File: config.mk
export PLATFORM = sky130hd
export DESIGN_NAME = pmm_feeder_flat
export DESIGN_NICKNAME = d
export VERILOG_FILES = /design/src/rtl/pmm_feeder_if.sv /design/src/rtl/pmm_feeder.sv /design/src/flat_wrapper.sv
export SDC_FILE = /design/constraint.sdc
export NUM_CORES = 1
export LEC_CHECK = 0
export ABC_AREA = 1
export CAP_MARGIN = 10
export CORE_ASPECT_RATIO = 1.4
export CORE_MARGIN = 3
export CORE_UTILIZATION = 38
export CTS_BUF_LIST = sky130_fd_sc_hd__clkbuf_16
export DETAILED_ROUTE_END_ITERATION = 16
export PLACE_DENSITY = 0.58
export SLEW_MARGIN = 15
export SYNTH_ARGS = -nofsm -noshare
export SYNTH_HDL_FRONTEND = slang
export SYNTH_SLANG_ARGS = --single-unit
File: constraint.sdc
create_clock -name clk -period 9.34 [get_ports clk]
set_clock_uncertainty 0.1 [all_clocks]
set_input_delay 2.335 -clock clk [delete_from_list [all_inputs] [get_ports clk]]
set_output_delay 2.335 -clock clk [all_outputs]
set_load 0.03 [all_outputs]
File: src/rtl/pmm_feeder_if.sv
// PMM-side handshake bundle: data/control words plus the four-phase
// DATA_VALID / READY_STATUS pair and the ACCEPTED_STATUS match result.
interface pmm_feeder_if;
    logic [63:0] INP_DATA;
    logic [15:0] INP_CONTROL;
    logic        DATA_VALID;
    logic        READY_STATUS;
    logic        ACCEPTED_STATUS;

    modport master (
        output INP_DATA,
        output INP_CONTROL,
        output DATA_VALID,
        input  READY_STATUS,
        input  ACCEPTED_STATUS
    );

    modport slave (
        input  INP_DATA,
        input  INP_CONTROL,
        input  DATA_VALID,
        output READY_STATUS,
        output ACCEPTED_STATUS
    );
endinterface

File: src/rtl/pmm_feeder.sv
// Host-side PMM initiator: word FIFO feeding a four-phase DATA_VALID/READY_STATUS
// handshake, with match/transfer statistics. Optional SEND timeout: PMM_FEEDER_TIMEOUT_EN.
module pmm_feeder #(
    parameter int DEPTH   = 4,
    parameter int TIMEOUT = 255
) (
    input  logic                   clk,
    input  logic                   reset,
    input  logic                   wr_en,
    input  logic [63:0]            wr_data,
    input  logic [15:0]            wr_ctrl,
    output logic                   full,
    output logic                   empty,
    output logic [$clog2(DEPTH):0] level,
    pmm_feeder_if.master           pmm,
    output logic                   busy,
    output logic                   last_match,
    output logic [15:0]            match_count,
    output logic [15:0]            sent_count,
    output logic                   overflow,
    output logic                   timeout_err,
    input  logic                   clr_status
);

    localparam int AW = $clog2(DEPTH);
    localparam int LW = AW + 1;

    if (DEPTH < 2 || (DEPTH & (DEPTH - 1)) != 0) begin : g_bad_depth
        $error("pmm_feeder: DEPTH must be a power of two >= 2");
    end
    if (TIMEOUT < 1) begin : g_bad_timeout
        $error("pmm_feeder: TIMEOUT must be >= 1");
    end

    typedef enum logic [1:0] {
        ST_IDLE,
        ST_SEND,
        ST_RELEASE
    } state_t;

    typedef struct packed {
        logic [15:0] ctrl;
        logic [63:0] data;
    } entry_t;

    state_t        r_state;
    state_t        w_state_nxt;
    entry_t        r_mem [DEPTH];
    logic [AW-1:0] r_wr_ptr;
    logic [AW-1:0] r_rd_ptr;
    logic [LW-1:0] r_level;
    logic [63:0]   r_inp_data;
    logic [15:0]   r_inp_ctrl;
    logic          r_last_match;
    logic [15:0]   r_match_count;
    logic [15:0]   r_sent_count;
    logic          r_overflow;
    logic          w_push;
    logic          w_pop;
    logic          w_load;
    logic          w_accept;
    logic          w_abort;
    logic          w_to_hit;

    assign full   = (r_level == LW'(DEPTH));
    assign empty  = (r_level == '0);
    assign level  = r_level;
    assign w_push = wr_en && !full;
    assign w_pop  = w_accept || w_abort;

    // NOTE: storage array carries no reset; only pointers and level define validity.
    always_ff @(posedge clk) begin
        if (w_push) begin
            r_mem[r_wr_ptr] <= '{ctrl: wr_ctrl, data: wr_data};
        end
    end

    always_ff @(posedge clk) begin
        if (reset) begin
            r_wr_ptr <= '0;
            r_rd_ptr <= '0;
            r_level  <= '0;
        end else begin
            if (w_push) r_wr_ptr <= r_wr_ptr + 1'b1;
            if (w_pop)  r_rd_ptr <= r_rd_ptr + 1'b1;
            case ({w_push, w_pop})
                2'b10:   r_level <= r_level + 1'b1;
                2'b01:   r_level <= r_level - 1'b1;
                default: r_level <= r_level;
            endcase
        end
    end

    always_ff @(posedge clk) begin
        if (reset) r_state <= ST_IDLE;
        else       r_state <= w_state_nxt;
    end

    // NOTE: every always_comb output is defaulted first so no path can infer a latch.
    always_comb begin
        w_state_nxt = r_state;
        w_load      = 1'b0;
        w_accept    = 1'b0;
        w_abort     = 1'b0;
        case (r_state)
            ST_IDLE: begin
                if (!empty && !pmm.READY_STATUS) begin
                    w_state_nxt = ST_SEND;
                    w_load      = 1'b1;
                end
            end
            ST_SEND: begin
                if (pmm.READY_STATUS) begin
                    w_state_nxt = ST_RELEASE;
                    w_accept    = 1'b1;
                end else if (w_to_hit) begin
                    w_state_nxt = ST_RELEASE;
                    w_abort     = 1'b1;
                end
            end
            ST_RELEASE: begin
                if (!pmm.READY_STATUS) begin
                    if (!empty) begin
                        w_state_nxt = ST_SEND;
                        w_load      = 1'b1;
                    end else begin
                        w_state_nxt = ST_IDLE;
                    end
                end
            end
            default: w_state_nxt = ST_IDLE;
        endcase
    end

    always_ff @(posedge clk) begin
        if (reset) begin
            r_inp_data <= '0;
            r_inp_ctrl <= '0;
        end else if (w_load) begin
            r_inp_data <= r_mem[r_rd_ptr].data;
            r_inp_ctrl <= r_mem[r_rd_ptr].ctrl;
        end
    end

    // clr_status outranks same-cycle increments and sticky sets.
    always_ff @(posedge clk) begin
        if (reset) begin
            r_last_match  <= 1'b0;
            r_match_count <= '0;
            r_sent_count  <= '0;
            r_overflow    <= 1'b0;
        end else begin
            if (w_accept) r_last_match <= pmm.ACCEPTED_STATUS;
            if (clr_status) begin
                r_match_count <= '0;
                r_sent_count  <= '0;
                r_overflow    <= 1'b0;
            end else begin
                if (w_accept) begin
                    r_sent_count <= r_sent_count + 16'd1;
                    if (pmm.ACCEPTED_STATUS && r_match_count != 16'hFFFF) begin
                        r_match_count <= r_match_count + 16'd1;
                    end
                end
                if (wr_en && full) r_overflow <= 1'b1;
            end
        end
    end

`ifdef PMM_FEEDER_TIMEOUT_EN
    localparam int TW = ($clog2(TIMEOUT + 1) > 8) ? $clog2(TIMEOUT + 1) : 8;

    logic [TW-1:0] r_to_cnt;
    logic          r_timeout_err;

    // Counts SEND cycles since the load; the abort lands on the TIMEOUT-th low cycle's edge.
    always_ff @(posedge clk) begin
        if (reset || w_load) r_to_cnt <= '0;
        else if (r_state == ST_SEND) r_to_cnt <= r_to_cnt + 1'b1;
    end

    assign w_to_hit = (r_state == ST_SEND) && (r_to_cnt == TW'(TIMEOUT - 1));

    always_ff @(posedge clk) begin
        if (reset || clr_status) r_timeout_err <= 1'b0;
        else if (w_abort)        r_timeout_err <= 1'b1;
    end

    assign timeout_err = r_timeout_err;
`else
    assign w_to_hit    = 1'b0;
    assign timeout_err = 1'b0;
`endif

    assign pmm.INP_DATA    = r_inp_data;
    assign pmm.INP_CONTROL = r_inp_ctrl;
    assign pmm.DATA_VALID  = (r_state == ST_SEND);
    assign busy            = (r_state != ST_IDLE);
    assign last_match      = r_last_match;
    assign match_count     = r_match_count;
    assign sent_count      = r_sent_count;
    assign overflow        = r_overflow;

endmodule

File: src/flat_wrapper.sv
// flat-port wrapper written by rule: the top's interface ports become plain ports
module pmm_feeder_flat 
#(
    parameter int DEPTH   = 4,
    parameter int TIMEOUT = 255
)
  (clk, reset, wr_en, wr_data, wr_ctrl, full, empty, level, busy, last_match, match_count, sent_count, overflow, timeout_err, clr_status, pmm_INP_DATA, pmm_INP_CONTROL, pmm_DATA_VALID, pmm_READY_STATUS, pmm_ACCEPTED_STATUS);
  pmm_feeder_if pmm_i ();
  input  logic clk;
  input  logic reset;
  input  logic wr_en;
  input  logic [63:0] wr_data;
  input  logic [15:0] wr_ctrl;
  output logic full;
  output logic empty;
  output logic [$clog2(DEPTH):0] level;
  output logic busy;
  output logic last_match;
  output logic [15:0] match_count;
  output logic [15:0] sent_count;
  output logic overflow;
  output logic timeout_err;
  input  logic clr_status;
  output wire logic [$bits(pmm_i.INP_DATA)-1:0] pmm_INP_DATA;
  output wire logic [$bits(pmm_i.INP_CONTROL)-1:0] pmm_INP_CONTROL;
  output wire logic [$bits(pmm_i.DATA_VALID)-1:0] pmm_DATA_VALID;
  input wire logic [$bits(pmm_i.READY_STATUS)-1:0] pmm_READY_STATUS;
  input wire logic [$bits(pmm_i.ACCEPTED_STATUS)-1:0] pmm_ACCEPTED_STATUS;
  assign pmm_INP_DATA = pmm_i.INP_DATA;
  assign pmm_INP_CONTROL = pmm_i.INP_CONTROL;
  assign pmm_DATA_VALID = pmm_i.DATA_VALID;
  assign pmm_i.READY_STATUS = pmm_READY_STATUS;
  assign pmm_i.ACCEPTED_STATUS = pmm_ACCEPTED_STATUS;
  pmm_feeder #(.DEPTH(DEPTH), .TIMEOUT(TIMEOUT)) u_core (.clk(clk), .reset(reset), .wr_en(wr_en), .wr_data(wr_data), .wr_ctrl(wr_ctrl), .full(full), .empty(empty), .level(level), .pmm(pmm_i), .busy(busy), .last_match(last_match), .match_count(match_count), .sent_count(sent_count), .overflow(overflow), .timeout_err(timeout_err), .clr_status(clr_status));
endmodule
== Yosys cells after proc, flatten, opt, wreduce, memory -nomap -nowiden ==
Memories as Yosys holds them, arrays and structs flattened. A register that Yosys moved wholly into a read port is not among the register bits.
Index checks and enable logic that the tools add are counted.
Storage, ports and cells
  register bits after elaboration: 43
  latch bits: 0
  memory bits (writable): 320
  memory bits (read-only): 0
  input bits: 86
  output and inout port bits: 122
  logic and storage cells: 52
  memories: 1
Memory list
  u_core.r_mem: depth 4, bits a word 80, read ports 1, clocked after memory_dff 1, write ports 1, line pmm_feeder.sv:48  | entry_t r_mem [DEPTH];
Operators by class
  add/sub/neg operators: 6
  multipliers: 0
  divide/modulo/power cells: 0
  order comparisons: 0
  equal/unequal tests: 9
  shifts and indexed selects: 0
  multiplexer cells: 14
  bitwise operators: 0
  reductions and logical operators: 14
Operators by type and width (count)
  $add 16x1->16 const B: 2
  $ne 16x16->1 const B: 1
  $mux 1: 8
  $mux 2: 3
  $pmux 2 s3: 1
  $pmux 3 s2: 1
  $add 2x1->2 const B: 2
  $eq 2x1->1 const B: 2
  $eq 2x2->1 const B: 2
  $logic_and 1x1->1: 4
  $ne 2x1->1 const B: 2
  $reduce_bool 2->1: 2
  $add 3x1->3 const B: 1
  $eq 3x3->1 const B: 1
  $logic_not 1->1: 3
  $logic_not 3->1: 1
  $reduce_and 3->1: 1
  $sub 3x1->3 const B: 1
  $logic_not 2->1: 1
  $ne 2x2->1 const B: 1
  $pmux 1 s2: 1
  $reduce_and 2->1: 1
  $reduce_or 2->1: 1

== Logic depth before layout (Yosys ltp) ==
  depth after elaboration: 5
  gate-level depth with buffers: 10
  mapped depth without buffers: 10

== Least setup slack after synthesis ==
OpenSTA, ideal clock, no wires.
  path type: input port to flip-flop
  start: input port wr_en
  end: memory u_core.r_mem[0][0] in the netlist's numbering (enable)
  setup time: 0.519 ns
  arrival: 5.845 ns
  data required time: 8.721 ns
  slack: 2.876 ns
  cell stages on the path: 2
  buffers on the path: 0
  path through: nand2_1 -> nor2_1
On the way
  longest elaborated chain between the ends: 3
Ends and longest elaborated chain
  from (decl): line flat_wrapper.sv:11  | input logic wr_en;
  $logic_and 1x1->1: line pmm_feeder.sv:68  | assign w_push = wr_en && !full;
  $mux 1: line pmm_feeder.sv:73  | if (w_push) begin
  $mux 1 (implied by the code): line pmm_feeder.sv:74  | r_mem[r_wr_ptr] <= '{ctrl: wr_ctrl, data: wr_data};
  to (decl): line pmm_feeder.sv:48
Every way passes these cells.

== Worst setup path in the final report ==
  start: input port wr_en
  end: memory u_core.r_mem[1][5] in the netlist's numbering (enable)
Same word-level chain as after synthesis.

==> results.tsv <==
metric	value	unit
Pint	3340	uW
RSZ-0062 raised after global routing	no	
# Post-CTS Setup Buffers	0	
min-delay src	u_core.overflow	
Peak VDD IR	0.000122	V
most frequent cells in the layout	edfxtp_1 (320), clkdlybuf4s50_1 (205), nor2_1 (201), o21ai_0 (173), inv_1 (139)	
core area	44200	sq um
Period Utilization, post-route	51.8	%
Critical R2R Launch	u_core.level[0]	
IO Port Bufs	206	
antenna violations before repair	4	
crit-path max cell delay	0.87	ns
Mapped Area	17000	sq um
DIE HEIGHT	256	um
total power	4440	uW
R2R setup slack	6.28	ns
# fillers	4019	
Die Width	185	um
final WL	39500	um
worst slew pin tran	1.07	ns
Max-Cap Viols	0	
CTS Hold Buffers Added	0	
Setup CP Type	in2reg	
CP top delay family	buffers and inverters	
fraction of layout cells with a size suffix above 1	5.48	%
cell at the root of the clock tree	clkbuf_16	
synthesized area per cell	11.7	sq um
WL/cell	17.8	um
CP Cell Sequence	clkdlybuf4s50_1 > nand2_1 > nor2_4 > buf_4	
clock network power share	37.2	%
Arr. time, crit path	4.91	ns
effective utilization at floorplan	38.5	%
Vias/cell	5.02	
Sw Pwr	1100	uW
Pleak	0.00706	uW
final setup margin	4.51	ns
dpl hpwl	23400	um
status	completed	
via count	11139	
Row Count	91	
final setup vio count	0	
worst skew pair latency	0.56	ns
commonest non-fill, non-tap cell in the layout	edfxtp_1	
sequential area share after synthesis	71.0	%
worst hold endpoint	u_core.overflow	
Worst Path Required	9.42	ns
CP bufs+invs	2	
GRT overflow	0	
GRT Util Overall	16.3	%
Crit Reg-Reg Endpoint	u_core.r_mem[1][5]	
pin count of the biggest net entering global routing	109	
global-route wire length before repair	60900	um
CP max-delay cell	nor2_4	
Clock Tree Buf Depth	3	
post_cts resized	0	
sequential share of power	51.3	%
Slew Viols, Final	0	
DIE AREA	47300	sq um
Sw Ratio	24.8	%
FF-to-FF path depth	5	
CP max FO	50	
CTS sink cnt	443	
post-synthesis register bit count	443	
f_max	207	MHz
vias in the first global route	10822	
Unique masters post-synth	34	
CP Launch Type	primary input	
CP endpoint kind	register	
antenna-violating nets left	0	
detailed-route DRC error count	0	
Mapped Cells	1448	
H-Tree Depth	2	
Nets	1720	
hold crit path type	reg2reg	
Power Dens Cells	213	nW/um^2
Final Non-Filler Cells	2221	
combinational power share	11.5	%
CTS Buf Count	44	
CTS tree	yes	
gpl congestion	0.766	
Rel. slew slack	28.9	%
Synth Net Count	1542	
placed cell count	2138	
Fin Setup TNS	0	ns
Final Hold Fails	0	
Worst Hold Depth	2	
Final Util	47.2	%
first-pass detailed-route iteration total	5	
clock slew at reported path FFs	0.06	ns
Ports	208	
Yosys warning total	0	
DR iter-0 viols	840	
Area growth syn-to-layout	22.8	%
Setup WS pre-CTS	3.87	ns
post-route minimum period	4.83	ns
-- how the worst max path moves through the flow --
stage,from,slack (ns),cells past startpoint,endpoint
floorplan,wr_en,2.88,2,u_core.r_mem[0][0]
global placement,wr_en,3.86,4,u_core.r_mem[1][39]
detailed placement,wr_en,3.87,4,u_core.r_mem[3][39]
CTS,wr_en,4.46,4,u_core.r_mem[3][46]
global route,wr_en,4.34,4,u_core.r_mem[3][5]
finish,wr_en,4.51,4,u_core.r_mem[1][5]
-- logic make-up (layout without fill, tap and decap cells) --
family | after synthesis | after routing | share of synthesized area [%]
xor+xnor | 8 | 8 | 0.412
buf+inv | 212 | 426 | 4.88
flops | 443 | 443 | 71.0
simple gates | 327 | 327 | 7.94
other cells | 1 | 2 | 0.0221
fa+ha+maj | 8 | 8 | 0.633
compound gates | 449 | 449 | 15.1
-- cells in the mapped netlist (all sizes together) --
master	number	area, sq um
o21ai	174	875
clkinv	1	3.75
a31oi	1	6.26
o21bai	1	7.51
nand3	23	133
nor3	4	20.0
inv	128	480
nor2	212	842
edfxtp	320	9610
nor3b	1	7.51
fa	1	20.0
clkbuf	60	225
a21oi	111	556
ha	7	87.6
xor2	6	52.6
nand4	6	37.5
buf	23	120
dfxtp	123	2460
nand2	81	309
xnor2	2	17.5
o22ai	80	500
conb	1	3.75
o21a	82	616
-- stage by stage --
stage,hold slack [ns],instance area [sq um]
global route,0.394,20900
CTS,0.363,20900
detailed placement,0.354,19500
global placement,0.344,19500
finish,0.361,20900
floorplan,0.369,17000
-- routing by layer --
metal  global-route usage, %  wire length (um)  up-vias
met5                       0                42        -
met4                    4.28               784        6
met3                    3.85              2530       58
met2                    28.1             19600      300
met1                    20.6             16600     5322
li1                        -                 -     5453
-- tightest hold or removal path: cells and delay by family (launching register included) --
kind / cells / cell delay [ns]
flops: 1 / 0.31
buf+inv: 1 / 0.05
compound gates: 1 / 0.05
-- registers in the layout, indices dropped and copies added (netlist names) --
signal / flops
u_core.r_mem: 320
u_core.pmm.INP_DATA: 64
u_core.match_count: 16
u_core.pmm.INP_CONTROL: 16
u_core.sent_count: 16
u_core.level: 3
u_core.r_rd_ptr: 2
u_core.r_state: 2
u_core.r_wr_ptr: 2
u_core.last_match: 1
u_core.overflow: 1
-- power by group through the flow --
stage,sequential (uW),clock (uW),combinational [uW]
final,2280,1650,511
after global routing,2290,1760,558
after CTS,2280,1700,521
after detailed placement,2320,0,519
after global placement,2320,0,513
after floorplan,2410,0,208
-- final cells by class --
cell class | instances | area, sq um | area share (%)
Timing Repair Buffer | 215 | 2130 | 10.2
Clock buffer | 44 | 1100 | 5.28
Clock inverter | 38 | 246 | 1.18
Multi-Input combinational cell | 793 | 4130 | 19.8
Inverter | 129 | 487 | 2.33
Tap cell | 558 | 698 | 3.35
Sequential cell | 443 | 12100 | 57.9
Antenna cell | 1 | 2.50 | 0.0120
Note: power is estimated with default switching activity, not from simulation.
